==> src/rtl/quad_pkg.sv <==
// Shared types and helpers for the quadrature encoder array: decode step
// encoding, the Gray position table and signed saturation.
package quad_pkg;

    typedef enum logic [1:0] {
        STEP_NONE,
        STEP_INC,
        STEP_DEC,
        STEP_ILLEGAL
    } step_e;

    // AB codes in forward order; position index i+1 is one +1 step after i.
    localparam logic [1:0] GRAY_SEQ [4] = '{2'b00, 2'b01, 2'b11, 2'b10};

    function automatic logic [1:0] gray_pos(input logic [1:0] ab);
        gray_pos = 2'd0;
        for (int i = 0; i < 4; i++) begin
            if (GRAY_SEQ[i] == ab) gray_pos = 2'(i);
        end
    endfunction

    function automatic step_e decode_step(input logic [1:0] prev_ab, input logic [1:0] cur_ab);
        logic [1:0] delta;
        delta = gray_pos(cur_ab) - gray_pos(prev_ab);
        case (delta)
            2'd0:    decode_step = STEP_NONE;
            2'd1:    decode_step = STEP_INC;
            2'd3:    decode_step = STEP_DEC;
            default: decode_step = STEP_ILLEGAL;
        endcase
    endfunction

    function automatic logic signed [63:0] sat_signed(input logic signed [63:0] value,
                                                      input int width);
        logic signed [63:0] max_v;
        logic signed [63:0] min_v;
        max_v = (64'sd1 <<< (width - 1)) - 64'sd1;
        min_v = -max_v - 64'sd1;
        if (value > max_v)      sat_signed = max_v;
        else if (value < min_v) sat_signed = min_v;
        else                    sat_signed = value;
    endfunction

endpackage

==> src/rtl/quad_channel.sv <==
// One encoder channel: 2-FF sync, per-bit stability filter, x4 decode,
// wrapping position counter, sticky error flag and velocity snapshot.
module quad_channel #(
    parameter int COUNT_W    = 32,
    parameter int VEL_W      = 16,
    parameter int FILTER_LEN = 5
) (
    input  logic               clk_i,
    input  logic               rst_n_i,
    input  logic               a_i,
    input  logic               b_i,
    input  logic               clear_i,
    input  logic               err_clr_i,
    input  logic               sample_i,
    output logic [COUNT_W-1:0] count_o,
    output logic [VEL_W-1:0]   velocity_o,
    output logic               direction_o,
    output logic               error_o
);
    import quad_pkg::*;

    localparam int FCNT_W = (FILTER_LEN > 1) ? $clog2(FILTER_LEN) : 1;
    localparam logic [FCNT_W-1:0] FCNT_LAST = FCNT_W'(FILTER_LEN - 1);

    logic [1:0]         sync1_q, sync2_q;
    logic [1:0]         filt_q, filt_d, prev_q;
    logic [FCNT_W-1:0]  fcnt_q [2];
    logic [FCNT_W-1:0]  fcnt_d [2];
    logic [COUNT_W-1:0] count_q, count_d;
    logic [COUNT_W-1:0] snap_q, snap_d, diff;
    logic [VEL_W-1:0]   vel_q, vel_d;
    logic               dir_q, dir_d, err_q, err_d;
    step_e              step;

    // A filtered bit only follows the synced bit after FILTER_LEN consecutive
    // cycles of disagreement; any agreement restarts the count.
    always_comb begin
        // NOTE: every signal written here gets a default first, so no latch is inferred.
        filt_d = filt_q;
        for (int b = 0; b < 2; b++) begin
            fcnt_d[b] = '0;
            if (sync2_q[b] != filt_q[b]) begin
                if (fcnt_q[b] == FCNT_LAST) filt_d[b] = sync2_q[b];
                else                        fcnt_d[b] = fcnt_q[b] + FCNT_W'(1);
            end
        end
    end

    always_comb begin
        step    = decode_step(prev_q, filt_q);
        count_d = count_q;
        dir_d   = dir_q;
        err_d   = err_q;
        unique case (step)
            STEP_INC:     begin count_d = count_q + COUNT_W'(1); dir_d = 1'b1; end
            STEP_DEC:     begin count_d = count_q - COUNT_W'(1); dir_d = 1'b0; end
            STEP_ILLEGAL: err_d = 1'b1;
            STEP_NONE:    ;
        endcase
        if (err_clr_i && step != STEP_ILLEGAL) err_d = 1'b0;
        if (clear_i) count_d = '0;

        // Modular subtraction gives the right signed delta across a wrap.
        diff   = count_d - snap_q;
        snap_d = snap_q;
        vel_d  = vel_q;
        if (sample_i) begin
            snap_d = count_d;
            vel_d  = clear_i ? '0 : VEL_W'(sat_signed(64'($signed(diff)), VEL_W));
        end else if (clear_i) begin
            snap_d = '0;
        end
    end

    always_ff @(posedge clk_i) begin
        // NOTE: sequential state uses non-blocking assignments only, so every register samples pre-edge values.
        if (!rst_n_i) begin
            sync1_q <= '0;
            sync2_q <= '0;
            filt_q  <= '0;
            prev_q  <= '0;
            fcnt_q  <= '{default: '0};
            count_q <= '0;
            snap_q  <= '0;
            vel_q   <= '0;
            dir_q   <= 1'b0;
            err_q   <= 1'b0;
        end else begin
            sync1_q <= {a_i, b_i};
            sync2_q <= sync1_q;
            filt_q  <= filt_d;
            prev_q  <= filt_q;
            fcnt_q  <= fcnt_d;
            count_q <= count_d;
            snap_q  <= snap_d;
            vel_q   <= vel_d;
            dir_q   <= dir_d;
            err_q   <= err_d;
        end
    end

    assign count_o     = count_q;
    assign velocity_o  = vel_q;
    assign direction_o = dir_q;
    assign error_o     = err_q;

endmodule

==> src/rtl/quad_encoder_array.sv <==
// NUM_CH independent quadrature channels sharing one velocity timebase and a
// common vel_valid strobe.
module quad_encoder_array #(
    parameter int NUM_CH     = 2,
    parameter int COUNT_W    = 32,
    parameter int VEL_W      = 16,
    parameter int FILTER_LEN = 5,
    parameter int VEL_PERIOD = 16000
) (
    input  logic                      CLK,
    input  logic                      reset,
    input  logic [NUM_CH-1:0]         quadA,
    input  logic [NUM_CH-1:0]         quadB,
    input  logic [NUM_CH-1:0]         clear,
    input  logic [NUM_CH-1:0]         err_clr,
    output logic [NUM_CH*COUNT_W-1:0] count,
    output logic [NUM_CH*VEL_W-1:0]   velocity,
    output logic                      vel_valid,
    output logic [NUM_CH-1:0]         direction,
    output logic [NUM_CH-1:0]         error
);
    localparam int TB_W = (VEL_PERIOD > 1) ? $clog2(VEL_PERIOD) : 1;

    logic [TB_W-1:0] tb_q, tb_d;
    logic            sample;
    logic            vel_valid_q;

    assign sample = (tb_q == TB_W'(VEL_PERIOD - 1));
    assign tb_d   = sample ? '0 : tb_q + TB_W'(1);

    always_ff @(posedge CLK) begin
        if (!reset) begin
            tb_q        <= '0;
            vel_valid_q <= 1'b0;
        end else begin
            tb_q        <= tb_d;
            vel_valid_q <= sample;
        end
    end

    assign vel_valid = vel_valid_q;

    for (genvar i = 0; i < NUM_CH; i++) begin : g_ch
        quad_channel #(
            .COUNT_W    (COUNT_W),
            .VEL_W      (VEL_W),
            .FILTER_LEN (FILTER_LEN)
        ) u_ch (
            .clk_i       (CLK),
            .rst_n_i     (reset),
            .a_i         (quadA[i]),
            .b_i         (quadB[i]),
            .clear_i     (clear[i]),
            .err_clr_i   (err_clr[i]),
            .sample_i    (sample),
            .count_o     (count[i*COUNT_W +: COUNT_W]),
            .velocity_o  (velocity[i*VEL_W +: VEL_W]),
            .direction_o (direction[i]),
            .error_o     (error[i])
        );
    end

endmodule

==> config.mk <==
export PLATFORM = sky130hd
export DESIGN_NAME = quad_encoder_array
export DESIGN_NICKNAME = d
export VERILOG_FILES = /design/src/rtl/quad_pkg.sv /design/src/rtl/quad_channel.sv /design/src/rtl/quad_encoder_array.sv
export SDC_FILE = /design/constraint.sdc
export NUM_CORES = 1
export LEC_CHECK = 0
export BUFFER_PORTS_ARGS = -buffer_cell sky130_fd_sc_hd__buf_2
export CAP_MARGIN = 15
export CORE_ASPECT_RATIO = 1.4
export CORE_MARGIN = 1.5
export CORE_UTILIZATION = 42
export CTS_CLUSTER_DIAMETER = 100
export CTS_CLUSTER_SIZE = 25
export DETAILED_ROUTE_END_ITERATION = 10
export PLACE_DENSITY_LB_ADDON = 0.08
export SYNTH_ARGS = -nofsm -noshare
export SYNTH_HDL_FRONTEND = slang
export SYNTH_SLANG_ARGS = --single-unit
export TNS_END_PERCENT = 30
==> constraint.sdc <==
create_clock -name CLK -period 9.8 [get_ports CLK]
set_clock_uncertainty 0.05 [all_clocks]
set_input_delay 1.96 -clock CLK [delete_from_list [all_inputs] [get_ports CLK]]
set_output_delay 1.96 -clock CLK [all_outputs]
set_load 0.1 [all_outputs]
Yosys cells after proc, flatten, opt, wreduce, memory -nomap -nowiden
Index checks and enable logic that the tools add are counted.
- register bits after elaboration: 207
- input port bits: 10
- output and inout port bits: 101
- $add $sub $neg: 13
- $lt $le $gt $ge: 4
- equal/unequal tests: 33
- mux-type cells: 30
- bitwise logic cells: 5
- reduce and logical (&&, ||, !) cells: 19
- operator list (operator ; count):
    $mux W32 ; 6
    $pmux W32 S2 ; 2
    $mux W16 ; 6
    $add A32 B1 Y32 const B ; 2
    $gt A32 B16 Y1 const B ; 2
    $lt A32 B16 Y1 const B ; 2
    $sub A32 B1 Y32 const B ; 2
    $sub A32 B32 Y32 ; 2
    $eq A2 B2 Y1 const A ; 8
    $mux W2 ; 8
    $add A14 B1 Y14 const B ; 1
    $eq A14 B14 Y1 const B ; 1
    $add A3 B1 Y3 const B ; 4
    $eq A2 B2 Y1 const B ; 6
    $eq A3 B3 Y1 const B ; 4
    $pmux W2 S3 ; 2
    $reduce_or A3 Y1 ; 4
    $eq A1 B2 Y1 const A ; 4
    $eq A2 B1 Y1 const B ; 4
    $reduce_and A2 Y1 ; 4
    $reduce_bool A2 Y1 ; 4
    $reduce_or A2 Y1 ; 3
    $not A1 Y1 ; 5
    $logic_not A2 Y1 ; 2
    other kinds (6) ; 16

Longest topological paths before layout
- word-level depth: 15
- gate-level depth with buffers: 32
- depth with buffers taken out: 29

By module
From an unflattened synthesis, not the netlist that was laid out.
- cell total of the unflattened synthesis: 1876
- area total of the unflattened synthesis: 14550.2 µm²
- modules (own cells, without submodules) (module ; times used ; cells an instance ; area an instance (µm²) ; sequential area each (µm²)):
    quad_channel (g_ch[1].u_ch) ; 1 ; 944 ; 7278.2 ; 1921.8
    quad_channel (g_ch[0].u_ch) ; 1 ; 863 ; 6613.8 ; 1921.8
    quad_encoder_array ; 1 ; 69 ; 658.1 ; 300.3

Least setup slack after synthesis
No wires, ideal clock.
- path type: flip-flop to flip-flop
- start: register g_ch[1].u_ch.filt_q[0]
- end: register g_ch[1].u_ch.vel_q[7]
- arrival time: 6762 ps
- setup slack: 2866 ps
- stages on the path, launching flop included: 30
- path buffers: 3
- cell sequence: dfxtp_1 > inv_1 > ha_1 > ha_1 > xor3_1 > nand2_1 > clkbuf_1 > xnor2_1 > ha_1 > nor3_1 > nand2_1 > a221o_1 > a221o_1 > o31a_1 > nor2_1 > xnor2_1 > nor2_1 > ha_1 > buf_6 > a21o_1 > a31o_4 > a221o_1 > a221oi_2 > nand2_2 > xor2_1 > or2_0 > or4b_1 > o31a_1 > buf_6 > a221o_1
- word-level cells in the longest chain between the ends: 15
- ends and longest elaborated chain (item ; RTL line ; source):
    start: declaration ; quad_channel.sv:26 ; logic [1:0] filt_q, filt_d, prev_q;
    start signal: assignment ; quad_channel.sv:91 ; filt_q <= filt_d;
    $eq A1 B2 Y1 ; quad_pkg.sv:18 ; if (GRAY_SEQ[i] == ab) gray_pos = 2'(i);
    $mux W1 ; quad_pkg.sv:18 ;
    $mux W2 ; quad_pkg.sv:18 ;
    $mux W2 * ; quad_pkg.sv:18 ;
    $sub A2 B2 Y2 * ; quad_pkg.sv:24 ; delta = gray_pos(cur_ab) - gray_pos(prev_ab);
    $eq A2 B2 Y1 (tied with other cells) ; quad_pkg.sv:25 ; case (delta)
    $pmux W2 S3 * ; quad_pkg.sv:25 ;
    $eq A2 B2 Y1 / $eq A2 B1 Y1 (equally long branches) ; quad_channel.sv:54 ; unique case (step)
    $pmux W32 S2 * ; quad_channel.sv:54 ;
    $mux W32 * ; quad_channel.sv:61 ; if (clear_i) count_d = '0;
    named net g_ch[1].u_ch.count_d[16] ; quad_channel.sv:29 ; logic [COUNT_W-1:0] count_q, count_d;
    $sub A32 B32 Y32 * ; quad_channel.sv:64 ; diff = count_d - snap_q;
    $lt A32 B16 Y1 ; quad_pkg.sv:40 ; else if (value < min_v) sat_signed = min_v;
    $mux W16 ; quad_pkg.sv:40 ;
    $mux W16 * ; quad_pkg.sv:39 ; if (value > max_v) sat_signed = max_v;
    $mux W16 * ; quad_channel.sv:69 ; vel_d = clear_i ? '0 : VEL_W'(sat_signed(64'($signed(diff)), VEL_W));
    end signal: assignment ; quad_channel.sv:96 ; vel_q <= vel_d;
    end: declaration ; quad_channel.sv:31 ; logic [VEL_W-1:0] vel_q, vel_d;
The timed path passes the listed nets; every way through them passes the cells marked *.
A chain may end at the register's enable or synchronous reset.

Worst setup path after layout
- start: register g_ch[0].u_ch.filt_q[0]
- end: register g_ch[0].u_ch.vel_q[7]
- word-level cells in the longest chain between the ends: 15
- ends and longest elaborated chain (item ; RTL line):
    start: declaration ; quad_channel.sv:26
    start signal: assignment ; quad_channel.sv:91
    $eq A1 B2 Y1 ; quad_pkg.sv:18
    $mux W1 ; quad_pkg.sv:18
    $mux W2 ; quad_pkg.sv:18
    $mux W2 * ; quad_pkg.sv:18
    $sub A2 B2 Y2 * ; quad_pkg.sv:24
    $eq A2 B2 Y1 (tied with other cells) ; quad_pkg.sv:25
    $pmux W2 S3 * ; quad_pkg.sv:25
    $eq A2 B2 Y1 / $eq A2 B1 Y1 (equally long branches) ; quad_channel.sv:54
    $pmux W32 S2 * ; quad_channel.sv:54
    $mux W32 * ; quad_channel.sv:61
    named net g_ch[0].u_ch.count_d[22] ; quad_channel.sv:29
    $sub A32 B32 Y32 * ; quad_channel.sv:64
    $lt A32 B16 Y1 ; quad_pkg.sv:40
    $mux W16 ; quad_pkg.sv:40
    $mux W16 * ; quad_pkg.sv:39
    $mux W16 * ; quad_channel.sv:69
    end signal: assignment ; quad_channel.sv:96
    end: declaration ; quad_channel.sv:31
Marks and branches as above.

==> flow_summary_export.csv <==
group,metric,value,unit
grt,grt_max_degree,51,
clock_tree,cts_resized,0,
logic_synthesis,synthesis.nets,1957,
final_layout,fin_nets,1992,
worst_setup_path,cp_slowest_cell,"xor3_1",
grt,grt_pass1_wl,70100,um
clock_tree,numCtsBuffers,13,
clock_tree,cts_tree,"built",
final_layout,n_antenna_cell,0,
final_layout,final_core_util,46.2,%
power,p_seq_share,58.3,%
grt,grt_usage,25.4,%
power,power_density,94.3,nW/um2
clock_tree,cts_hold_buf,0,
sta,finalHoldViolations,0,
floorplan,start_util,42.6,%
floorplan,die_width,158,um
sta,whs,0.394,ns
logic_synthesis,ys_seq_elements,207,
drt,wl_met3,1410,um
logic_synthesis,netlist.area_leader.share,29.2,%
final_layout,drive_above_1_share,9.15,%
logic_synthesis,synth_cell_types,86,
placement,io_buffers,110,
worst_setup_path,arrival,8.94,ns
worst_setup_path,end_kind,"flip-flop",
logic_synthesis,seq_area_frac_synth,29.2,%
floorplan,core,33300,um2
grt,grt_pass1_vias,13200,
power,ir_worst_vdd,151,uV
clock_tree,cts_buffer_depth,3,
placement,dp_hpwl,32900,um
power,p_switching,0.346,mW
logic_synthesis,syn-instance-count,1862,
worst_setup_path,critPathMaxStageDelay,0.86,ns
logic_synthesis,yosysMostFrequentCell,"nor2_1",
final_layout,stdcell_area,15400,um2
grt,grt_overflow,0,
drt,via_per_inst,5.72,
floorplan,fp-row-count,79,
drt,highest_layer,"met4",
sta,setup_viol,0,
run_status,status,"completed",
worst_setup_path,required,10.14,ns
sta,fin_ws,1.21,ns
drt,drt_wl_total,43700,um
worst_setup_path,crit_path_start_kind,"flip-flop",
drt,ant_nets,0,
drt,dr.pass1.iters,5,
drt,wl_met1,16500,um
min_path,min-delay-path-class,"reg2reg",
clock_tree,cts_setup_buffers,0,
clock_tree,clk_latency,0.49,ns
logic_synthesis,synth_warnings,0,
sta,max-slew-margin-rel,28.6,%
final_layout,fin_cells,2346,
placement,placed_cells,2327,
sta,rsz0062_at_grt,"no",
floorplan,dieHeight,221,um
drt,drt-wirelength-per-cell,18.6,um
power,finalPower,1.45,mW
placement,place_ws,1.34,ns
floorplan,num_io_pins,111,
power,comb_power_share,2.1,%
job,drv_cap,0,
worst_setup_path,cpMostUsedCell,"ha_1",
grt,antenna_found_initial,0,
final_layout,fillers,3473,
final_layout,syn2layout_area_growth,8.39,%
drt,drc,0,
logic_synthesis,syn_area,14200,um2
power,clkPwrFrac,39.6,%
clock_tree,clock-sinks,207,
placement,placed_cell_area,15000,um2
sta,final.period_utilization,87.7,%
floorplan,dieArea,34900,um2
worst_setup_path,crit_type,"reg2reg",
logic_synthesis,avgSynthCellArea,7.62,um2
clock_tree,clkTransAtPathRegs,0.10,ns
drt,wl_met2,22800,um
logic_synthesis,yosysTopAreaCell,"dfxtp_1",
drt,drt_iter0_markers,715,
sta,tns,0,ns
sta,fmax,0.116,GHz
placement,gp_congestion,0.904,
logic_synthesis,synth_edf_count,0,
logic_synthesis,ys_async_sr_fraction,0,%
clock_tree,clockRootBuffer,"clkbuf_16",
logic_synthesis,synthTopCellsByCount,"nor2_1 (228), dfxtp_1 (207), nand2_1 (186)",
sta,layout_min_cycle_time,8.59,ns
power,internal_power,1.10,mW
logic_synthesis,ys_dominant_reg_cell,"dfxtp_1",
sta,tightest_slew,1.07,ns
drt,vias,13400,
clock_tree,htreeDepth,1,
worst_setup_path,critPathMaxFanout,18,
power,p_sw_share,23.9,%
sta,slew_viol_final,0,
power,leakagePower,6.52,nW
logic_synthesis,synth_area_leaders,"dfxtp_1 (29%), ha_1 (7.3%), xnor2_1 (6.2%)",
## layer usage
metal / vias up / track usage, %
li1: 6649 / -
met1: 6374 / 26.7
met2: 303 / 47.9
met3: 101 / 2.37
met4: 0 / 16.2
met5: - / 0
## logic make-up (layout without fill, tap and decap cells)
| group | after synthesis | count (layout) | share of synthesized area (%) |
|---|---|---|---|
| XOR/XNOR | 144 | 144 | 9.29 |
| AND/OR/NAND/NOR | 782 | 782 | 27.0 |
| buffers and inverters | 208 | 247 | 5.74 |
| multiplexers | 19 | 19 | 1.35 |
| AO/OA/AOI/OAI | 417 | 417 | 19.8 |
| adder cells (fa/ha/maj) | 85 | 85 | 7.60 |
| flip-flops | 207 | 207 | 29.2 |
## path summary, 6_finish.rpt
check	cells after the start	startpoint	to	slack (ns)
setup reg to reg	26	g_ch[0].u_ch.filt_q[0]	g_ch[0].u_ch.velocity_o[7]	1.21
setup / recovery	26	g_ch[0].u_ch.filt_q[0]	g_ch[0].u_ch.velocity_o[7]	1.21
hold / removal	1	g_ch[0].u_ch.sync1_q[1]	g_ch[0].u_ch.sync2_q[1]	0.39
hold reg to reg	1	g_ch[0].u_ch.sync1_q[1]	g_ch[0].u_ch.sync2_q[1]	0.39
## area by class of cell
cell class / count / area [um2] / area share, %
sequential: 207 / 4140 / 26.9
timing repair buffer: 128 / 686 / 4.46
multi-input combinational: 1447 / 9250 / 60.1
clock buffer: 14 / 329 / 2.14
clock inverter: 5 / 51.3 / 0.333
tap: 445 / 557 / 3.62
inverter: 100 / 375 / 2.44
## worst max-delay path: cells and delay by family (launching register included)
family,cells,cell delay (ns)
compound gates,7,2.70
simple gates,10,2.31
xor+xnor,4,1.68
fa+ha+maj,4,1.28
flops,1,0.40
buf+inv,1,0.08
## registers in the layout, indices dropped and copies added, names as in the netlist
signal	flops
g_ch.u_ch.velocity_o	32
vel_valid	1
g_ch.u_ch.sync1_q	4
g_ch.u_ch.direction_o	2
g_ch.u_ch.snap_q	64
tb_q	14
g_ch.u_ch.count_o	64
g_ch.u_ch.error_o	2
g_ch.u_ch.prev_q	4
g_ch.u_ch.filt_q	4
g_ch.u_ch.sync2_q	4
g_ch.u_ch.fcnt_q	12
## power groups by stage
stage,clock (mW),sequential [mW],combinational [mW]
finish,0.574,0.845,0.0311
global route,0.623,0.846,0.0350
CTS,0.595,0.845,0.0317
detailed placement,0,0.865,0.0317
global placement,0,0.865,0.0315
floorplan,0,0.865,0.0208
## placed cells by master (no fill, tap or decap), types with 11 or more instances in the layout
master,n
clkbuf_16,13
and4_1,15
nand4_1,36
nand2b_1,17
nand2_1,186
nand3_1,43
nor4_1,30
or3_1,32
a221o_1,19
xnor2_1,101
and3_1,22
or4_1,19
nor2_1,225
buf_2,110
inv_1,98
buf_4,18
o21a_1,13
a21oi_1,108
and2_1,37
a21o_1,35
ha_1,83
dfxtp_1,207
xor2_1,39
nor3_1,67
a22o_1,28
nor2b_1,17
o21ai_0,91
a31oi_1,11
mux2i_1,18
o211ai_1,11
Power figures use the tool's default switching activity.
